$ cat src/rtl/load_store_queue_pkg.sv
`default_nettype none
// ============================================================================
// Module      : load_store_queue_pkg
// Description : Shared widths, LSQ entry and memory_fu issue packet types.
// Revision    : 1.0 - initial release
// ============================================================================
package load_store_queue_pkg;

   localparam int PR_WIDTH          = 6;
   localparam int ROB_WIDTH         = 4;
   localparam int LSQ_DEPTH_DEFAULT = 8;

   typedef struct packed {
      logic                 ls_valid;
      logic                 operation;
      logic [2:0]           funct3;
      logic [31:0]          offset;
      logic [ROB_WIDTH-1:0] Wrob;
      logic [4:0]           archDest;
      logic [PR_WIDTH-1:0]  pDest;
   } loadStoreReservationEntry_t;

   typedef struct packed {
      logic                 valid;
      logic                 operation;
      logic [2:0]           funct3;
      logic [31:0]          offset;
      logic [PR_WIDTH-1:0]  ps1;
      logic                 ps1_ready;
      logic [PR_WIDTH-1:0]  ps2;
      logic                 ps2_ready;
      logic [ROB_WIDTH-1:0] wrob;
      logic [4:0]           arch_dest;
      logic [PR_WIDTH-1:0]  pdest;
   } lsq_entry_t;

   // p0 is hard-wired zero, so it never waits on a producer.
   function automatic logic operand_ready(input logic                rdy,
                                          input logic [PR_WIDTH-1:0] ps,
                                          input logic                cdb_v,
                                          input logic [PR_WIDTH-1:0] cdb_reg);
      return rdy | (ps == '0) | (cdb_v & (cdb_reg == ps));
   endfunction

endpackage
`default_nettype wire

$ cat src/rtl/load_store_queue.sv
`default_nettype none
// ============================================================================
// Module      : load_store_queue
// Description : In-order LSQ; CDB wakeup, head-only issue to memory_fu.
// Revision    : 1.0 - initial release
// ============================================================================
module load_store_queue
   import load_store_queue_pkg::*;
#(
   parameter int LSQ_DEPTH = LSQ_DEPTH_DEFAULT
) (
   input  logic                       clk,
   input  logic                       rst,
   input  logic                       branch,
   input  logic                       disp_valid,
   input  logic                       disp_operation,
   input  logic [2:0]                 disp_funct3,
   input  logic [31:0]                disp_offset,
   input  logic [PR_WIDTH-1:0]        disp_ps1,
   input  logic                       disp_ps1_ready,
   input  logic [PR_WIDTH-1:0]        disp_ps2,
   input  logic                       disp_ps2_ready,
   input  logic [ROB_WIDTH-1:0]       disp_wrob,
   input  logic [4:0]                 disp_arch_dest,
   input  logic [PR_WIDTH-1:0]        disp_pdest,
   input  logic [ROB_WIDTH-1:0]       rob_head,
   input  logic                       cdb_valid,
   input  logic [PR_WIDTH-1:0]        cdb_phys_reg,
   input  logic                       mem_fu_ready,
   output logic                       lsq_full,
   output logic                       lsq_empty,
   output loadStoreReservationEntry_t ls_pkg,
   output logic [PR_WIDTH-1:0]        issue_ps1,
   output logic [PR_WIDTH-1:0]        issue_ps2
);

   localparam int                 LSQ_PTR_W = $clog2(LSQ_DEPTH);
   localparam logic [LSQ_PTR_W:0] C_FULL    = (LSQ_PTR_W+1)'(LSQ_DEPTH);
   localparam logic [LSQ_PTR_W:0] C_ONE     = (LSQ_PTR_W+1)'(1);
   localparam logic [LSQ_PTR_W-1:0] C_PTR_ONE = LSQ_PTR_W'(1);

   lsq_entry_t                 r_entries [LSQ_DEPTH];
   logic [LSQ_PTR_W-1:0]       r_head;
   logic [LSQ_PTR_W-1:0]       r_tail;
   logic [LSQ_PTR_W:0]         r_count;
   loadStoreReservationEntry_t r_ls_pkg;
   logic [PR_WIDTH-1:0]        r_issue_ps1;
   logic [PR_WIDTH-1:0]        r_issue_ps2;

   logic [LSQ_DEPTH-1:0]       w_wake1;
   logic [LSQ_DEPTH-1:0]       w_wake2;
   lsq_entry_t                 w_head;
   lsq_entry_t                 w_new;
   logic                       w_eligible;
   logic                       w_issue;
   logic                       w_disp;

   generate
      for (genvar i = 0; i < LSQ_DEPTH; i++) begin : g_wake
         assign w_wake1[i] = r_entries[i].valid & cdb_valid & (cdb_phys_reg == r_entries[i].ps1);
         assign w_wake2[i] = r_entries[i].valid & cdb_valid & (cdb_phys_reg == r_entries[i].ps2);
      end
   endgenerate

   assign lsq_full   = (r_count == C_FULL);
   assign lsq_empty  = (r_count == '0);
   assign w_head     = r_entries[r_head];
   assign w_eligible = w_head.valid & w_head.ps1_ready & w_head.ps2_ready &
                       (~w_head.operation | (w_head.wrob == rob_head));
   // Holding off while ls_valid is high keeps memory_fu from seeing a double pulse.
   assign w_issue    = w_eligible & mem_fu_ready & ~r_ls_pkg.ls_valid & ~branch;
   assign w_disp     = disp_valid & ~lsq_full & ~branch;

   always_comb begin
      w_new           = '0;
      w_new.valid     = 1'b1;
      w_new.operation = disp_operation;
      w_new.funct3    = disp_funct3;
      w_new.offset    = disp_offset;
      w_new.ps1       = disp_ps1;
      w_new.ps1_ready = operand_ready(disp_ps1_ready, disp_ps1, cdb_valid, cdb_phys_reg);
      w_new.ps2       = disp_ps2;
      w_new.ps2_ready = disp_operation ?
                        operand_ready(disp_ps2_ready, disp_ps2, cdb_valid, cdb_phys_reg) : 1'b1;
      w_new.wrob      = disp_wrob;
      w_new.arch_dest = disp_arch_dest;
      w_new.pdest     = disp_pdest;
   end

   always_ff @(posedge clk) begin
      if (rst | branch) begin
         r_head      <= '0;
         r_tail      <= '0;
         r_count     <= '0;
         r_ls_pkg    <= '0;
         r_issue_ps1 <= '0;
         r_issue_ps2 <= '0;
         for (int i = 0; i < LSQ_DEPTH; i++) begin
            r_entries[i] <= '0;
         end
      end else begin
         for (int i = 0; i < LSQ_DEPTH; i++) begin
            if (w_wake1[i]) r_entries[i].ps1_ready <= 1'b1;
            if (w_wake2[i]) r_entries[i].ps2_ready <= 1'b1;
         end

         r_ls_pkg.ls_valid <= w_issue;
         if (w_issue) begin
            r_entries[r_head].valid <= 1'b0;
            r_ls_pkg.operation      <= w_head.operation;
            r_ls_pkg.funct3         <= w_head.funct3;
            r_ls_pkg.offset         <= w_head.offset;
            r_ls_pkg.Wrob           <= w_head.wrob;
            r_ls_pkg.archDest       <= w_head.arch_dest;
            r_ls_pkg.pDest          <= w_head.pdest;
            r_issue_ps1             <= w_head.ps1;
            r_issue_ps2             <= w_head.ps2;
            r_head                  <= r_head + C_PTR_ONE;
         end

         // Tail never aliases an issuing head: that needs count 0 or full.
         if (w_disp) begin
            r_entries[r_tail] <= w_new;
            r_tail            <= r_tail + C_PTR_ONE;
         end

         case ({w_disp, w_issue})
            2'b10:   r_count <= r_count + C_ONE;
            2'b01:   r_count <= r_count - C_ONE;
            default: r_count <= r_count;
         endcase
      end
   end

   assign ls_pkg    = r_ls_pkg;
   assign issue_ps1 = r_issue_ps1;
   assign issue_ps2 = r_issue_ps2;

endmodule
`default_nettype wire

$ cat config.mk
export PLATFORM = sky130hd
export DESIGN_NAME = load_store_queue
export DESIGN_NICKNAME = d
export VERILOG_FILES = /design/src/rtl/load_store_queue_pkg.sv /design/src/rtl/load_store_queue.sv
export SDC_FILE = /design/constraint.sdc
export NUM_CORES = 1
export LEC_CHECK = 0
export ABC_AREA = 1
export CAP_MARGIN = 20
export CORE_MARGIN = 2
export CORE_UTILIZATION = 35
export CTS_BUF_LIST = sky130_fd_sc_hd__clkbuf_4 sky130_fd_sc_hd__clkbuf_8
export DETAILED_ROUTE_END_ITERATION = 8
export GPL_TIMING_DRIVEN = 1
export SLEW_MARGIN = 20
export SYNTH_ARGS = -nofsm -noshare
export SYNTH_HDL_FRONTEND = slang
export SYNTH_SLANG_ARGS = --single-unit
export TNS_END_PERCENT = 50
$ cat constraint.sdc
create_clock -name clk -period 5.1 [get_ports clk]
set_input_delay 1.275 -clock clk [delete_from_list [all_inputs] [get_ports clk]]
set_output_delay 1.275 -clock clk [all_outputs]
set_load 0.02 [all_outputs]
; Word-level counts from Yosys, hierarchy flattened
; Memory sizes are Yosys's and may differ from the RTL's. A register that Yosys moved wholly into a read port is not among the register bits.
; Index checks and enable logic that the tools add are counted.
; W data, S select, Z words.
[classes]
addsub = 4
mul = 0
n_div = 0
magnitude_cmp = 0
eq_ne = 22
shifts = 0
muxes = 76
n_bitwise = 60
n_reduce_logical = 4
[ops]
columns = op, count
row1 = $eq A6 B6 Y1, 18
row2 = $mux W1, 73
row3 = $and A1 B1 Y1, 34
row4 = $or A1 B1 Y1, 22
row5 = $logic_not A6 Y1, 2
row6 = $pmux W4 S2, 1
row7 = $add A3 B1 Y3 const B, 2
row8 = $mux W3, 2
row9 = $add A4 B1 Y4 const B, 1
row10 = $eq A4 B4 Y1, 1
row11 = $eq A4 B4 Y1 const B, 1
row12 = $logic_not A4 Y1, 1
row13 = $not A1 Y1, 4
row14 = $sub A4 B1 Y4 const B, 1
row15 = $eq A2 B1 Y1 const B, 1
row16 = $eq A2 B2 Y1 const B, 1
row17 = $reduce_bool A2 Y1, 1
[word_totals]
regBits = 74
latchBits = 0
ramBits = 528
mem_bits_ro = 0
inputBits = 81
output_inout_bits = 66
elab_cells = 179
memories = 1
[memory_table]
columns = name, depth, width, read_ports, rd_ports_with_merged_regs, write_ports, line_no
row1 = r_entries, 8, 66, 9, 1, 10, load_store_queue.sv:42  ; lsq_entry_t r_entries [LSQ_DEPTH];

; Logic depth before layout (Yosys ltp)
[depth]
word_depth = 9
ltp_mapped = 21
depth_no_buf = 19

; Worst setup path after synthesis
; No wires, ideal clock.
[synth_path]
path_kind = input-to-reg
startpoint = in branch
endpoint = mem r_entries[7][15] (netlist bit) (enable)
setup_ns = 0.334
arrival_time_ns = 3.716
required_ns = 4.766
path_slack_ns = 1.050
stages = 8
path_buffers = 1
cell_sequence = nor2_1 clkbuf_1 nand2_1 nor2_1 nand3_1 nand2_1 inv_1 o41ai_1
[synth_rtl]
columns = element, line_no
row1 = from (decl), load_store_queue.sv:14  ; input logic branch,
row2 = to (decl), load_store_queue.sv:42

; Worst setup path after layout
[layout_path]
startpoint = in branch
endpoint = reg r_ls_pkg (netlist bit ls_pkg[27])
[layout_between]
elab_chain_cells = 2
elab_cells_between_ends = 3
classes_between = bitwise (3)
[layout_rtl]
columns = element, line_no
row1 = $not A1 Y1, load_store_queue.sv:71  ; assign w_issue = w_eligible & mem_fu_ready & ~r_ls_pkg.ls_valid & ~branch;
row2 = $and A1 B1 Y1, load_store_queue.sv:71
row3 = to (decl), load_store_queue.sv:46  ; loadStoreReservationEntry_t r_ls_pkg;
; Parallel ways exist; a longest one is shown, timed or not.
; A chain may end at the register's enable or synchronous reset.

==> results.py <==
metrics = {
    "final_layout": {
        "multi_input_area_mm2": 0.00875,
        "regArea_mm2": 0.0172,
        "stdcell_count": 3987,
        "final_core_util_pct": 41.4,
        "fillers": 7559,
        "drive_gt1_share_pct": 11.3,
        "area_growth_syn_to_layout_pct": 16.9,
        "num-nets-final": 2950,
    },
    "yosys": {
        "synth.distinct_cells": 45,
        "yosysSeqAreaShare_pct": 62.8,
        "syn_nets": 2841,
        "syn_area_mm2": 0.0274,
        "postSynth.asyncResetShare_pct": 0,
        "ys_warn_count": 0,
        "postSynthAreaPerCell_um2": 9.96,
        "synthCells": 2754,
        "synth_edf_count": 510,
        "ys_ff_latch": 605,
        "ys.flop_type": "edfxtp_1",
    },
    "sta": {
        "fin_setup_tns_ns": 0,
        "finalHoldViolCount": 0,
        "layout_min_cycle_time_ns": 3.63,
        "drv_slew": 0,
        "relSlewSlack_pct": 22.9,
        "worstMarginPinSlew_ns": 1.16,
        "rsz0062_at_grt": "no",
        "timing.fmax_ghz": 0.275,
        "min_period_over_period_pct": 71.2,
        "setup_violations": 0,
        "fin_skew_ns": 0.0584,
    },
    "job": {
        "drv_cap": 0,
    },
    "pwr": {
        "peakVddDrop_v": 0.000184,
        "leakage_nw": 13.3,
        "power_mw": 10.8,
        "powerDensity_mw_per_mm2": 335,
    },
    "grt": {
        "use_met2_pct": 33.0,
        "gr-usage-met1_pct": 27.8,
        "grt_start_max_net_pins": 151,
        "overflow": 0,
        "gr-usage-met3_pct": 3.51,
        "antenna_found_initial": 1,
        "grt_first_pass_wirelength_um": 127000,
        "grtUsageTotal_pct": 20.4,
        "top_usage_layer": "met2",
        "first_global_vias": 20600,
    },
    "clocking": {
        "cts_buffers": 103,
        "clk_latency_ns": 0.74,
        "cts_tree": "yes",
        "htreeDepth": 3,
        "clk_pin_slew_worst_paths_ns": 0.06,
        "cts_buffer_depth": 3,
        "cts_num_sinks": 605,
        "clockRootBuffer": "clkbuf_8",
        "cts_setup_buffers": 0,
        "hold_buffers": 0,
        "post_cts_resized": 0,
    },
    "worst_setup_path": {
        "startpoint_type": "input pin",
        "worstReg2RegEnd": "ls_pkg[27]$_SDFFE_PN0N_",
        "crit_path_end_kind": "flop",
        "critical_path_class": "in -> reg",
        "cp_max_fo": 39,
        "worstPathRequired_ns": 5.68,
        "reg2reg_depth": 15,
        "reg2reg_slack_ns": 1.50,
        "arrival_ns": 4.21,
    },
    "die": {
        "die_h_um": 284,
        "io_pins": 147,
        "initial_core_util_pct": 35.4,
        "coreArea_mm2": 0.0775,
        "num_rows": 102,
        "die_x_um": 284,
        "die_area_mm2": 0.0806,
    },
    "hold_path": {
        "hp-class": "reg -> reg",
        "min_to": "ls_pkg[50]$_SDFFE_PN0N_",
        "hold_depth": 2,
        "hp-start": "ls_pkg[50]$_SDFFE_PN0N_",
    },
    "drt": {
        "drt_iter0_markers": 1965,
        "dr.pass1.iters": 7,
        "wl_per_cell_um": 21.0,
        "ant_nets": 0,
        "wl_um": 83600,
        "drc": 0,
        "vias_per_cell": 5.26,
        "vias": 21000,
    },
    "run_status": {
        "status": "finished, final reports clean",
    },
    "placement": {
        "io_buffers": 146,
        "placed_cells": 3798,
        "gp_congestion": 0.882,
        "hpwl_um": 47800,
    },
}
==> stage by stage <==
step / setup slack [ns] / hold WS (ns) / instance area [um^2]
floorplan: 1.05 / 0.457 / 27400
CTS: 1.46 / 0.499 / 32100
global route: 1.23 / 0.520 / 32100
detailed placement: 0.864 / 0.485 / 29900
finish: 1.47 / 0.491 / 32100
global placement: 0.943 / 0.469 / 29900
==> layer usage <==
| metal | up-vias | share of wire [%] |
|---|---|---|
| met5 | - | 0 |
| met4 | 0 | 2.2 |
| met3 | 149 | 7.4 |
| met2 | 843 | 47 |
| met1 | 10200 | 44 |
| li1 | 9714 | - |
==> logic make-up after synthesis <==
| logic type | share of synthesized area [%] |
|---|---|
| AND/OR/NAND/NOR | 17.8 |
| flip-flops | 62.8 |
| AO/OA/AOI/OAI | 12.4 |
| buffers and inverters | 5.53 |
| XOR/XNOR | 1.25 |
| adder cells (fa/ha/maj) | 0.301 |
==> final cells by class <==
cell class / count / area share, %
flip-flops and latches: 605 / 53.7
multi-input cells: 1785 / 27.3
repair buffers: 201 / 6.20
clock buffers: 160 / 6.05
well taps: 1040 / 4.06
inverters: 167 / 2.01
clock inverters: 28 / 0.691
diodes: 1 / 0.00780
==> layout by cell type, fill, tap and decap left out, types with 11 or more instances in the layout <==
cell / synthesis / final
xor2_1: 22 / 22
a221oi_1: 107 / 107
nor2_1: 683 / 683
o21ai_0: 48 / 48
clkbuf_8: 0 / 118
dfxtp_1: 95 / 92
nand4_1: 15 / 15
o22ai_1: 27 / 27
or2_2: 48 / 48
buf_4: 7 / 46
nand2_1: 375 / 370
clkbuf_4: 0 / 42
xnor2_1: 17 / 17
o21bai_1: 53 / 53
inv_1: 153 / 142
edfxtp_1: 510 / 510
nand3_1: 61 / 60
a21oi_1: 234 / 234
clkinv_1: 10 / 24
clkdlybuf4s50_1: 0 / 146
clkinv_2: 0 / 12
nor2_2: 11 / 11
==> flip-flops by register name, summed over array words and instances, names as in the netlist, named ones only <==
| register | cells |
|---|---|
| issue_ps1 | 6 |
| issue_ps2 | 6 |
| ls_pkg | 52 |
| r_count | 4 |
| r_entries | 528 |
| r_head | 3 |
| r_tail | 3 |
==> power breakdown <==
group | switching (mW) | internal [mW] | total, mW
Clock | 2.04 | 2.52 | 4.56
Combinational | 0.384 | 0.199 | 0.583
Sequential | 0.0720 | 5.54 | 5.61
Total | 2.50 | 8.26 | 10.8
==> critical path, stage by stage <==
cell,delay [ns]
clkdlybuf4s50_1,0.45
nor3b_1,0.63
nand2_1,0.14
nor2_2,0.11
nand3_2,0.11
nand2_4,0.08
buf_4,0.45
inv_2,0.32
buf_4,0.34
nor2_1,0.18
nor2_2,0.05
==> synth_stat cells, types with 5 or more instances <==
cell type	n	share of area (%)
nor2_1	683	9.3
edfxtp_1	510	56
nand2_1	375	5.1
a21oi_1	234	4.3
inv_1	153	2.1
clkbuf_1	119	1.6
a221oi_1	107	3.4
dfxtp_1	95	6.9
nand3_1	61	1.1
o21bai_1	53	1.5
o21ai_0	48	0.88
or2_2	48	1.1
buf_2	40	0.73
o22ai_1	27	0.62
buf_1	22	0.30
xor2_1	22	0.70
xnor2_1	17	0.54
nand4_1	15	0.34
nor2_2	11	0.25
clkinv_1	10	0.14
nor3_1	10	0.18
o21bai_2	10	0.41
a211oi_1	9	0.25
a31o_2	8	0.26
buf_6	8	0.33
buf_4	7	0.19
ha_1	5	0.23
nor4_1	5	0.11
o2111ai_1	5	0.16
o211ai_1	5	0.14
==> worst max path at each step <==
stage	start	slack (ns)	cells after the start	end
final	branch	1.47	11	ls_pkg[27]$_SDFFE_PN0N_
after global routing	flop	1.23	16	ls_pkg[26]$_SDFFE_PN0N_
after CTS	flop	1.46	15	ls_pkg[27]$_SDFFE_PN0N_
after detailed placement	branch	0.86	11	ls_pkg[27]$_SDFFE_PN0N_
after global placement	branch	0.94	11	ls_pkg[26]$_SDFFE_PN0N_
after floorplan	branch	1.05	8	r_entries[7][15]$_DFFE_PP_
(Power assumes the default switching activity.)
